File: config.mk
export PLATFORM = sky130hd
export DESIGN_NAME = matrix_scan_driver
export DESIGN_NICKNAME = d
export VERILOG_FILES = /design/src/rtl/matrix_pkg.sv /design/src/rtl/row_scanner.sv /design/src/rtl/matrix_scan_driver.sv
export SDC_FILE = /design/constraint.sdc
export NUM_CORES = 1
export LEC_CHECK = 0
export BUFFER_PORTS_ARGS = -buffer_cell sky130_fd_sc_hd__clkbuf_2
export CAP_MARGIN = 0
export CORE_MARGIN = 4
export CORE_UTILIZATION = 58
export CTS_CLUSTER_SIZE = 10
export DETAILED_ROUTE_END_ITERATION = 7
export PLACE_DENSITY_LB_ADDON = 0.25
export SETUP_SLACK_MARGIN = 0.15
export SLEW_MARGIN = 20
export SYNTH_ARGS = -nofsm -noshare
export SYNTH_HDL_FRONTEND = slang
export SYNTH_SLANG_ARGS = --single-unit
File: constraint.sdc
create_clock -name clock -period 9.4 [get_ports clock]
set_clock_uncertainty 0.2 [all_clocks]
set_input_delay 1.88 -clock clock [delete_from_list [all_inputs] [get_ports clock]]
set_output_delay 1.88 -clock clock [all_outputs]
set_load 0.01 [all_outputs]
File: src/rtl/matrix_pkg.sv
`default_nettype none
// +----------------------------------------------------------------------+
// | matrix_pkg: shared defaults, channel indices and PWM helper for the   |
// | LED matrix scan driver.                    Revision: 1.0              |
// +----------------------------------------------------------------------+
package matrix_pkg;

  localparam int MATRIX_ROWS     = 8;
  localparam int MATRIX_COLS     = 8;
  localparam int MATRIX_CHANNELS = 2;
  localparam int MATRIX_BRIGHT_W = 3;

  localparam int CH_RED   = 0;
  localparam int CH_GREEN = 1;

  // Tick 0 of every dwell is blanked so the previous row never ghosts.
  function automatic logic pwm_on(input int unsigned dwell, input int unsigned level);
    return (dwell != 0) && (dwell <= level);
  endfunction

endpackage
`default_nettype wire

File: src/rtl/row_scanner.sv
`default_nettype none
// +----------------------------------------------------------------------+
// | row_scanner: tick-gated row/dwell counters with frame-wrap flags.     |
// |                                            Revision: 1.0              |
// +----------------------------------------------------------------------+
module row_scanner #(
  parameter  int ROWS    = 8,
  parameter  int DWELL   = 8,
  localparam int ROW_W   = $clog2(ROWS),
  localparam int DWELL_W = $clog2(DWELL)
) (
  input  logic               clock,
  input  logic               reset,
  input  logic               tick,
  output logic [ROW_W-1:0]   row_next,
  output logic [DWELL_W-1:0] dwell_next,
  output logic               boundary,
  output logic               wrap
);

  logic [ROW_W-1:0]   r_row;
  logic [DWELL_W-1:0] r_dwell;
  logic               w_last_row;
  logic               w_last_dwell;

  assign w_last_row   = (r_row == ROW_W'(ROWS - 1));
  assign w_last_dwell = (r_dwell == DWELL_W'(DWELL - 1));
  assign boundary     = tick & w_last_row & w_last_dwell;

  // Next-state values are exported so the top can register its pins on the
  // same edge that moves the counters, giving zero latency to the pins.
  always_comb begin
    row_next   = r_row;
    dwell_next = r_dwell;
    if (tick) begin
      if (w_last_dwell) begin
        dwell_next = '0;
        row_next   = w_last_row ? '0 : r_row + 1'b1;
      end else begin
        dwell_next = r_dwell + 1'b1;
      end
    end
  end

  assign wrap = tick && (row_next == '0) && (dwell_next == '0);

  always_ff @(posedge clock or posedge reset) begin
    if (reset) begin
      r_row   <= '0;
      r_dwell <= '0;
    end else begin
      r_row   <= row_next;
      r_dwell <= dwell_next;
    end
  end

endmodule
`default_nettype wire

File: src/rtl/matrix_scan_driver.sv
`default_nettype none
// +----------------------------------------------------------------------+
// | matrix_scan_driver: double-buffered, PWM-dimmed row-scan LED driver.  |
// |                                            Revision: 1.0              |
// +----------------------------------------------------------------------+
module matrix_scan_driver
  import matrix_pkg::*;
#(
  parameter int ROWS     = MATRIX_ROWS,
  parameter int COLS     = MATRIX_COLS,
  parameter int CHANNELS = MATRIX_CHANNELS,
  parameter int BRIGHT_W = MATRIX_BRIGHT_W
) (
  input  logic                         clock,
  input  logic                         reset,
  input  logic                         tick,
  input  logic [CHANNELS*ROWS*COLS-1:0] frame,
  input  logic                         frame_valid,
  output logic                         frame_ack,
  input  logic [BRIGHT_W-1:0]          brightness,
  output logic [CHANNELS*COLS-1:0]     col_drive,
  output logic [ROWS-1:0]              row_sink,
  output logic                         frame_start
);

  localparam int DWELL = 2 ** BRIGHT_W;
  localparam int ROW_W = $clog2(ROWS);
  localparam int PLANE = ROWS * COLS;

  logic [ROW_W-1:0]               w_row_next;
  logic [BRIGHT_W-1:0]            w_dwell_next;
  logic                           w_boundary;
  logic                           w_wrap;
  logic                           w_capture;
  logic                           w_on;
  logic [CHANNELS*ROWS*COLS-1:0]  r_disp;
  logic [CHANNELS*ROWS*COLS-1:0]  w_disp_next;
  logic [CHANNELS*COLS-1:0]       w_cols;

  row_scanner #(
    .ROWS  (ROWS),
    .DWELL (DWELL)
  ) u_row_scanner (
    .clock      (clock),
    .reset      (reset),
    .tick       (tick),
    .row_next   (w_row_next),
    .dwell_next (w_dwell_next),
    .boundary   (w_boundary),
    .wrap       (w_wrap)
  );

  // The swap happens only on the last tick of the frame, so rows never tear.
  assign w_capture   = w_boundary & frame_valid;
  assign w_disp_next = w_capture ? frame : r_disp;
  assign w_on        = pwm_on(32'(w_dwell_next), 32'(brightness));

  for (genvar gc = 0; gc < CHANNELS; gc++) begin : g_chan
    for (genvar gk = 0; gk < COLS; gk++) begin : g_col
      logic [ROWS-1:0] w_column;
      for (genvar gr = 0; gr < ROWS; gr++) begin : g_row
        assign w_column[gr] = w_disp_next[gc*PLANE + gr*COLS + gk];
      end
      assign w_cols[gc*COLS + gk] = w_column[w_row_next] & w_on;
    end
  end

  always_ff @(posedge clock or posedge reset) begin
    if (reset) begin
      r_disp      <= '0;
      col_drive   <= '0;
      row_sink    <= '1;
      frame_ack   <= 1'b0;
      frame_start <= 1'b0;
    end else begin
      frame_ack   <= w_capture;
      frame_start <= w_wrap;
      if (tick) begin
        r_disp    <= w_disp_next;
        col_drive <= w_cols;
        row_sink  <= ~(ROWS'(1) << w_row_next);
      end
    end
  end

endmodule
`default_nettype wire

==> results of run 1 <==
worst max path at each step:
| stage | start | end | slack, ns | cells after the start |
|---|---|---|---|---|
| floorplan | reset | col_drive[0]$_DFFE_PP0P_ | 3.01 | 1 |
| global placement | tick | col_drive[4]$_DFFE_PP0P_ | 4.15 | 7 |
| detailed placement | tick | col_drive[7]$_DFFE_PP0P_ | 4.07 | 7 |
| CTS | tick | col_drive[7]$_DFFE_PP0P_ | 4.48 | 7 |
| global route | tick | col_drive[15]$_DFFE_PP0P_ | 4.25 | 7 |
| finish | tick | col_drive[7]$_DFFE_PP0P_ | 4.43 | 7 |
where the power goes:
part	switching [mW]	internal (mW)	total (mW)
clock network	0.257	0.432	0.689
logic	0.427	0.286	0.713
registers	0.0382	0.754	0.792
total	0.722	1.47	2.19
state kept, by name, indices dropped and copies added (netlist names):
name                   cells
u_row_scanner.r_row        3
frame_ack                  1
row_sink                   8
col_drive                 16
r_disp                   128
u_row_scanner.r_dwell      3
frame_start                1
cells in the mapped netlist (all sizes together) (2+ instances only):
| cell type | count |
|---|---|
| clkbuf | 17 |
| mux2 | 130 |
| a32oi | 2 |
| a211oi | 2 |
| nand2 | 9 |
| and2 | 2 |
| o22ai | 46 |
| nor2b | 4 |
| inv | 11 |
| mux2i | 2 |
| a22oi | 2 |
| ha | 7 |
| o31ai | 2 |
| a21oi | 3 |
| nor4b | 15 |
| a221o | 16 |
| dfstp | 8 |
| nor2 | 56 |
| a31oi | 9 |
| dfrtp | 152 |
| buf | 18 |
worst reg2reg max path, delay by kind of cell (launching register included):
kind,cells,cell delay (ns)
flops,1,0.57
simple gates,2,0.86
buf+inv,1,0.75
mux,1,0.52
compound gates,2,0.49
fa+ha+maj,2,0.54
through the flow:
| stage | hold slack [ns] | cells | util [%] | power [mW] |
|---|---|---|---|---|
| floorplan | 0.240 | 528 | - | 1.28 |
| global placement | 0.254 | 802 | 67.8 | 1.49 |
| detailed placement | 0.262 | 802 | 67.8 | 1.51 |
| CTS | 0.277 | 833 | 72.9 | 2.20 |
| global route | 0.297 | 833 | 72.9 | 2.30 |
| finish | 0.272 | 833 | 72.9 | 2.19 |
routing by layer:
layer / wire length, um / global-route usage [%] / vias to the layer above
met3: 1320 / 7.07 / 27
li1: - / - / 2245
met2: 8260 / 38.8 / 214
met5: 0 / 0 / -
met4: 328 / 10.2 / 0
met1: 6760 / 30.8 / 2446
kinds of logic after synthesis:
family	Yosys count	synth area share [%]
and+or+nand+nor	93	7.66
DFF	160	57.0
buffers and inverters	46	3.24
AOI/OAI and AO/OA	90	9.39
adders and majority gates	7	1.24
muxes	132	21.4
cell type report:
class / instances / area share (%)
clock buffer: 27 / 6.15
clock inverter: 4 / 0.853
inverter: 11 / 0.544
multi-input combinational: 322 / 33.2
sequential: 160 / 47.2
tap: 143 / 2.10
timing repair buffer: 166 / 9.94
==> results.toml, run 1 <==
[timing]
timing.final.crit_share_pct = 52.8
hold_viol_final = 0
final-setup-viol-count = 0
setup_ws_ns = 4.43
grt_setup_unrepaired = "false"
tightestPinTransition_ns = 1.17
finalCriticalPeriod_ns = 4.97
fin_setup_tns_ns = 0
fmax_ghz = 0.201
slew_viol_final = 0
timing.slew.headroom_pct = 21.8

[worst_hold_path]
min_to = "r_disp[45]$_DFFE_PP0P_"
hold_path_startpoint = "r_disp[45]$_DFFE_PP0P_"
min-delay-path-class = "flop to flop"
min_path_cells = 2

[clock_network]
cts_buffer_count = 17
cts_tree = "built"
cts-root-to-sink-buffers = 2
clock-sinks = 160
post_cts_sizing_count = 0
hold_buffers = 0
clk-insertion-delay-late_ns = 0.42
cts.reportedPaths.clkPinSlew_ns = 0.06
post-cts-setup-buffer-count = 0
cts_htree_levels = 4
cts_root_buffer = "sky130_fd_sc_hd__clkbuf_16"

[routing]
detail-route-antenna-nets = 0
avgViaCountPerCell = 5.92
routed-via-count = 4932
firstDrtPassIters = 4
drt_drc_violations_left = 0
drt_iter0_drc = 367
wire_per_inst_um = 20.0
detail_route.wirelength_um = 16700

[final_layout]
seq_area_mm2 = 0.00401
postLayoutCellArea_mm2 = 0.00851
fin_nets = 820
most-common-layout-cells = "sky130_fd_sc_hd__clkbuf_2 (160), sky130_fd_sc_hd__dfrtp_1 (152), sky130_fd_sc_hd__mux2_2 (72)"
multi_input_gate_area_in_the_final_layout_mm2 = 0.00283
post_route_cells_drive_above_1_share_pct = 43.0
layout.cells.most_common = "sky130_fd_sc_hd__clkbuf_2"
layout.filler_cells = 775
flow.area_growth_from_synthesis_pct = 20.9
antenna-diode-count = 0

[global_routing]
grt_antenna_before_repair = 0
grt_max_degree = 94
grt_overflow_total = 0
total_global_route_track_usage_pct = 24.1
grt_pass1_vias = 5196
grt_pass1_wl_um = 26600

[worst_setup_path]
worst_r2r_setup_slack_ns = 5.35
cpPeakStageDelay_ns = 0.86
critPathRequiredTime_ns = 9.50
critical_path.max_fanout = 79
worst-r2r-cell-count = 8
cp_cell_sequence = "clkbuf_2 > nand4_4 > buf_4 > mux2_1 > o22ai_1 > nor2_1 > a221o_1"
crit-reg2reg-launch = "u_row_scanner.r_row[0]$_DFF_PP0_"
r2r_end = "col_drive[7]$_DFFE_PP0P_"
timing.critical_path.slowest_stage_cell = "sky130_fd_sc_hd__nand4_4"
worst-path-buf-inv = 2
critical_path_class = "input port to flop"
critPathLaunchType = "input port"
timing.critical_path.max_delay_family = "buffers and inverters"
endpoint_arrival_time_on_the_critical_path_ns = 5.07
timing.critical_path.to_type = "flop"

[floorplanning]
placementRows = 39
fp.dieW_um = 118
core_mm2 = 0.0117
die_h_um = 118
design.portCount = 161
floorplan.initialDensity_pct = 60.3
dieArea_mm2 = 0.0140

[power_and_ir_drop]
power_per_cell_area_mw_per_mm2 = 258
power_leakage_nw = 4.57
vdd.ir_drop.worst_mv = 0.180

[synth]
syn_area_per_cell_um2 = 13.3
synth_edf_count = 0
ys_dominant_reg_cell = "sky130_fd_sc_hd__dfrtp_1"
synth_warnings = 0
syn_nets = 670
synth_area_leaders = "sky130_fd_sc_hd__dfrtp_1 (54%), sky130_fd_sc_hd__mux2_2 (12%), sky130_fd_sc_hd__mux2_1 (8.8%), sky130_fd_sc_hd__o22ai_1 (4.1%), sky130_fd_sc_hd__dfstp_2 (3.0%)"
synth.ff_latch_count = 160
synth_largest_area_cell = "sky130_fd_sc_hd__dfrtp_1"
netlist_instances = 528
ys_async_sr_fraction_pct = 100
synth_top_cell_area_share_pct = 54.1
mappedNetlistArea_mm2 = 0.00704
synthDistinctLibCells = 48
post_synthesis_sequential_area_ratio_pct = 57.0

[place]
detailedPlace.worstSlack_ns = 4.07
dpl_hpwl_um = 11400
port_buffers = 160
gp_congestion = 0.820
placed_cell_area_mm2 = 0.00791

[run_status]
result_of_the_run = "completed"

[run]
cap_viol_max_count = 0
Note: power is estimated with default switching activity, not from simulation.
==> inputs of run 2 (changes only) <==
--- a/config.mk
+++ b/config.mk
@@ -8,7 +8,7 @@
 export BUFFER_PORTS_ARGS = -buffer_cell sky130_fd_sc_hd__clkbuf_2
 export CAP_MARGIN = 0
 export CORE_MARGIN = 4
-export CORE_UTILIZATION = 58
+export CORE_UTILIZATION = 54
 export CTS_CLUSTER_SIZE = 10
 export DETAILED_ROUTE_END_ITERATION = 7
 export PLACE_DENSITY_LB_ADDON = 0.25
==> constraint.sdc (replaced) <==
create_clock -name clock -period 4.9 [get_ports clock]
set_clock_uncertainty 0.2 [all_clocks]
set_input_delay 0.98 -clock clock [delete_from_list [all_inputs] [get_ports clock]]
set_output_delay 0.98 -clock clock [all_outputs]
set_load 0.01 [all_outputs]
==> results.toml, run 2 (same netlist as run 1, synthesis figures left out) <==
[timing]
final-setup-viol-count = 0
timing.final.crit_share_pct = 73.1
finalCriticalPeriod_ns = 3.58
slew_viol_final = 0
hold_viol_final = 0
timing.slew.headroom_pct = 45.1
fin_setup_tns_ns = 0
fmax_ghz = 0.279
setup_ws_ns = 1.32
tightestPinTransition_ns = 0.823
grt_setup_unrepaired = "false"

[power_and_ir_drop]
power_leakage_nw = 4.60
vdd.ir_drop.worst_mv = 0.315
net_switching_component_of_the_power_mw = 1.39
power.share.sequential_pct = 36.4
power.combinational.fraction_pct = 33.1
power.share.switching_pct = 33.2
p_int_mw = 2.80
power.clock.fraction_pct = 30.5
power_per_cell_area_mw_per_mm2 = 488

[clock_network]
clock-sinks = 160
cts.reportedPaths.clkPinSlew_ns = 0.06
post-cts-setup-buffer-count = 0
hold_buffers = 0
cts_tree = "built"
cts_htree_levels = 4
cts-root-to-sink-buffers = 2
post_cts_sizing_count = 0
cts_buffer_count = 17
cts_root_buffer = "sky130_fd_sc_hd__clkbuf_16"
clk-insertion-delay-late_ns = 0.43

[worst_setup_path]
critPathLaunchType = "flop"
endpoint_arrival_time_on_the_critical_path_ns = 3.69
critical_path.startpoint = "u_row_scanner.r_row[0]$_DFF_PP0_"
timing.critical_path.to_type = "flop"
critical_path_class = "flop to flop"
critical_path.max_fanout = 38
critPathRequiredTime_ns = 5.01
crit-reg2reg-launch = "u_row_scanner.r_row[0]$_DFF_PP0_"

[routing]
firstDrtPassIters = 4
detail_route.wirelength_um = 16700
wire_per_inst_um = 19.3
drt_iter0_drc = 400
avgViaCountPerCell = 5.61
routed-via-count = 4864
drt_drc_violations_left = 0
detail-route-antenna-nets = 0

[floorplanning]
die_h_um = 122
dieArea_mm2 = 0.0149
floorplan.initialDensity_pct = 55.5
core_mm2 = 0.0127
fp.dieW_um = 122
placementRows = 41
design.portCount = 161

[final_layout]
flow.area_growth_from_synthesis_pct = 22.0
layout_top_registers = "r_disp (128), col_drive (16), row_sink (8)"
post_route_cells_drive_above_1_share_pct = 43.6
most-common-layout-cells = "sky130_fd_sc_hd__clkbuf_2 (160), sky130_fd_sc_hd__dfrtp_1 (152), sky130_fd_sc_hd__mux2_2 (72)"
antenna-diode-count = 0
most_flop_heavy_register = "r_disp"
fin_nets = 825
layout.cells.most_common = "sky130_fd_sc_hd__clkbuf_2"
largest_register_ffs = 128
layout.filler_cells = 950
final_util_pct = 67.8

[global_routing]
grt_antenna_before_repair = 0
grt_max_degree = 161
grt_overflow_total = 0
grt_pass1_vias = 5280
grt_pass1_wl_um = 26600
total_global_route_track_usage_pct = 23.3

[run_status]
result_of_the_run = "completed"

[place]
dpl_hpwl_um = 11500
port_buffers = 160
detailedPlace.worstSlack_ns = 1.16
gp_congestion = 0.840

[worst_hold_path]
hold_path_startpoint = "r_disp[45]$_DFFE_PP0P_"
min-delay-path-class = "flop to flop"

[run]
cap_viol_max_count = 0
run 2: cell count changes in the layout (fill, tap and decap cells not counted), sizes merged:
cell,delta
inv,-1
bufinv,-1
clkinvlp,+1
buf,+5
clkinv,+1
run 2: stage by stage:
step	instance area [um^2]	power, mW	hold slack, ns	std cells
4_1_cts	8590	4.21	0.280	867
6_report	8590	4.19	0.281	867
3_5_place_dp	8010	2.92	0.263	836
2_1_floorplan	7040	2.45	0.240	528
3_3_place_gp	8010	2.87	0.256	836
5_1_grt	8590	4.39	0.293	867
run 2: power groups by stage:
stage | Combinational [mW] | Clock (mW) | Sequential (mW)
global route | 1.51 | 1.35 | 1.54
finish | 1.39 | 1.28 | 1.53
CTS | 1.39 | 1.30 | 1.52
global placement | 1.33 | 0 | 1.54
detailed placement | 1.38 | 0 | 1.55
floorplan | 0.909 | 0 | 1.55
run 2: final timing paths:
kind	to	slack (ns)	cells past startpoint
max in group asynchronous	col_drive[15]$_DFFE_PP0P_	3.31	3
worst max-delay path	col_drive[8]$_DFFE_PP0P_	1.32	8
worst min register to register	r_disp[45]$_DFFE_PP0P_	0.28	2
worst min-delay path	r_disp[45]$_DFFE_PP0P_	0.28	2
min in group asynchronous	r_disp[43]$_DFFE_PP0P_	0.59	3
worst max register to register	col_drive[8]$_DFFE_PP0P_	1.32	8
run 2: critical path: stages, from the launching register on:
cell and delay (ns):
sky130_fd_sc_hd__dfrtp_1 0.57, sky130_fd_sc_hd__ha_1 0.22, sky130_fd_sc_hd__ha_1 0.33, sky130_fd_sc_hd__nand4_4 0.62
sky130_fd_sc_hd__buf_4 0.49, sky130_fd_sc_hd__mux2_1 0.35, sky130_fd_sc_hd__o22ai_1 0.25, sky130_fd_sc_hd__nor2_1 0.09
sky130_fd_sc_hd__a221o_1 0.32
run 2: layer usage:
metal | global-route usage, % | part of all wire, %
met1 | 30.4 | 42
met2 | 37.7 | 49
met3 | 5.62 | 6.2
met4 | 9.80 | 2.6
met5 | 0 | 0
run 2: cell type report:
| type | count | area, um^2 | area share, % |
|---|---|---|---|
| well taps | 172 | 215 | 2.51 |
| repair buffers | 171 | 908 | 10.6 |
| inverters | 11 | 45.0 | 0.524 |
| multi-input cells | 322 | 2830 | 32.9 |
| clock inverters | 4 | 47.5 | 0.554 |
| flip-flops and latches | 160 | 4010 | 46.7 |
| clock buffers | 27 | 533 | 6.21 |
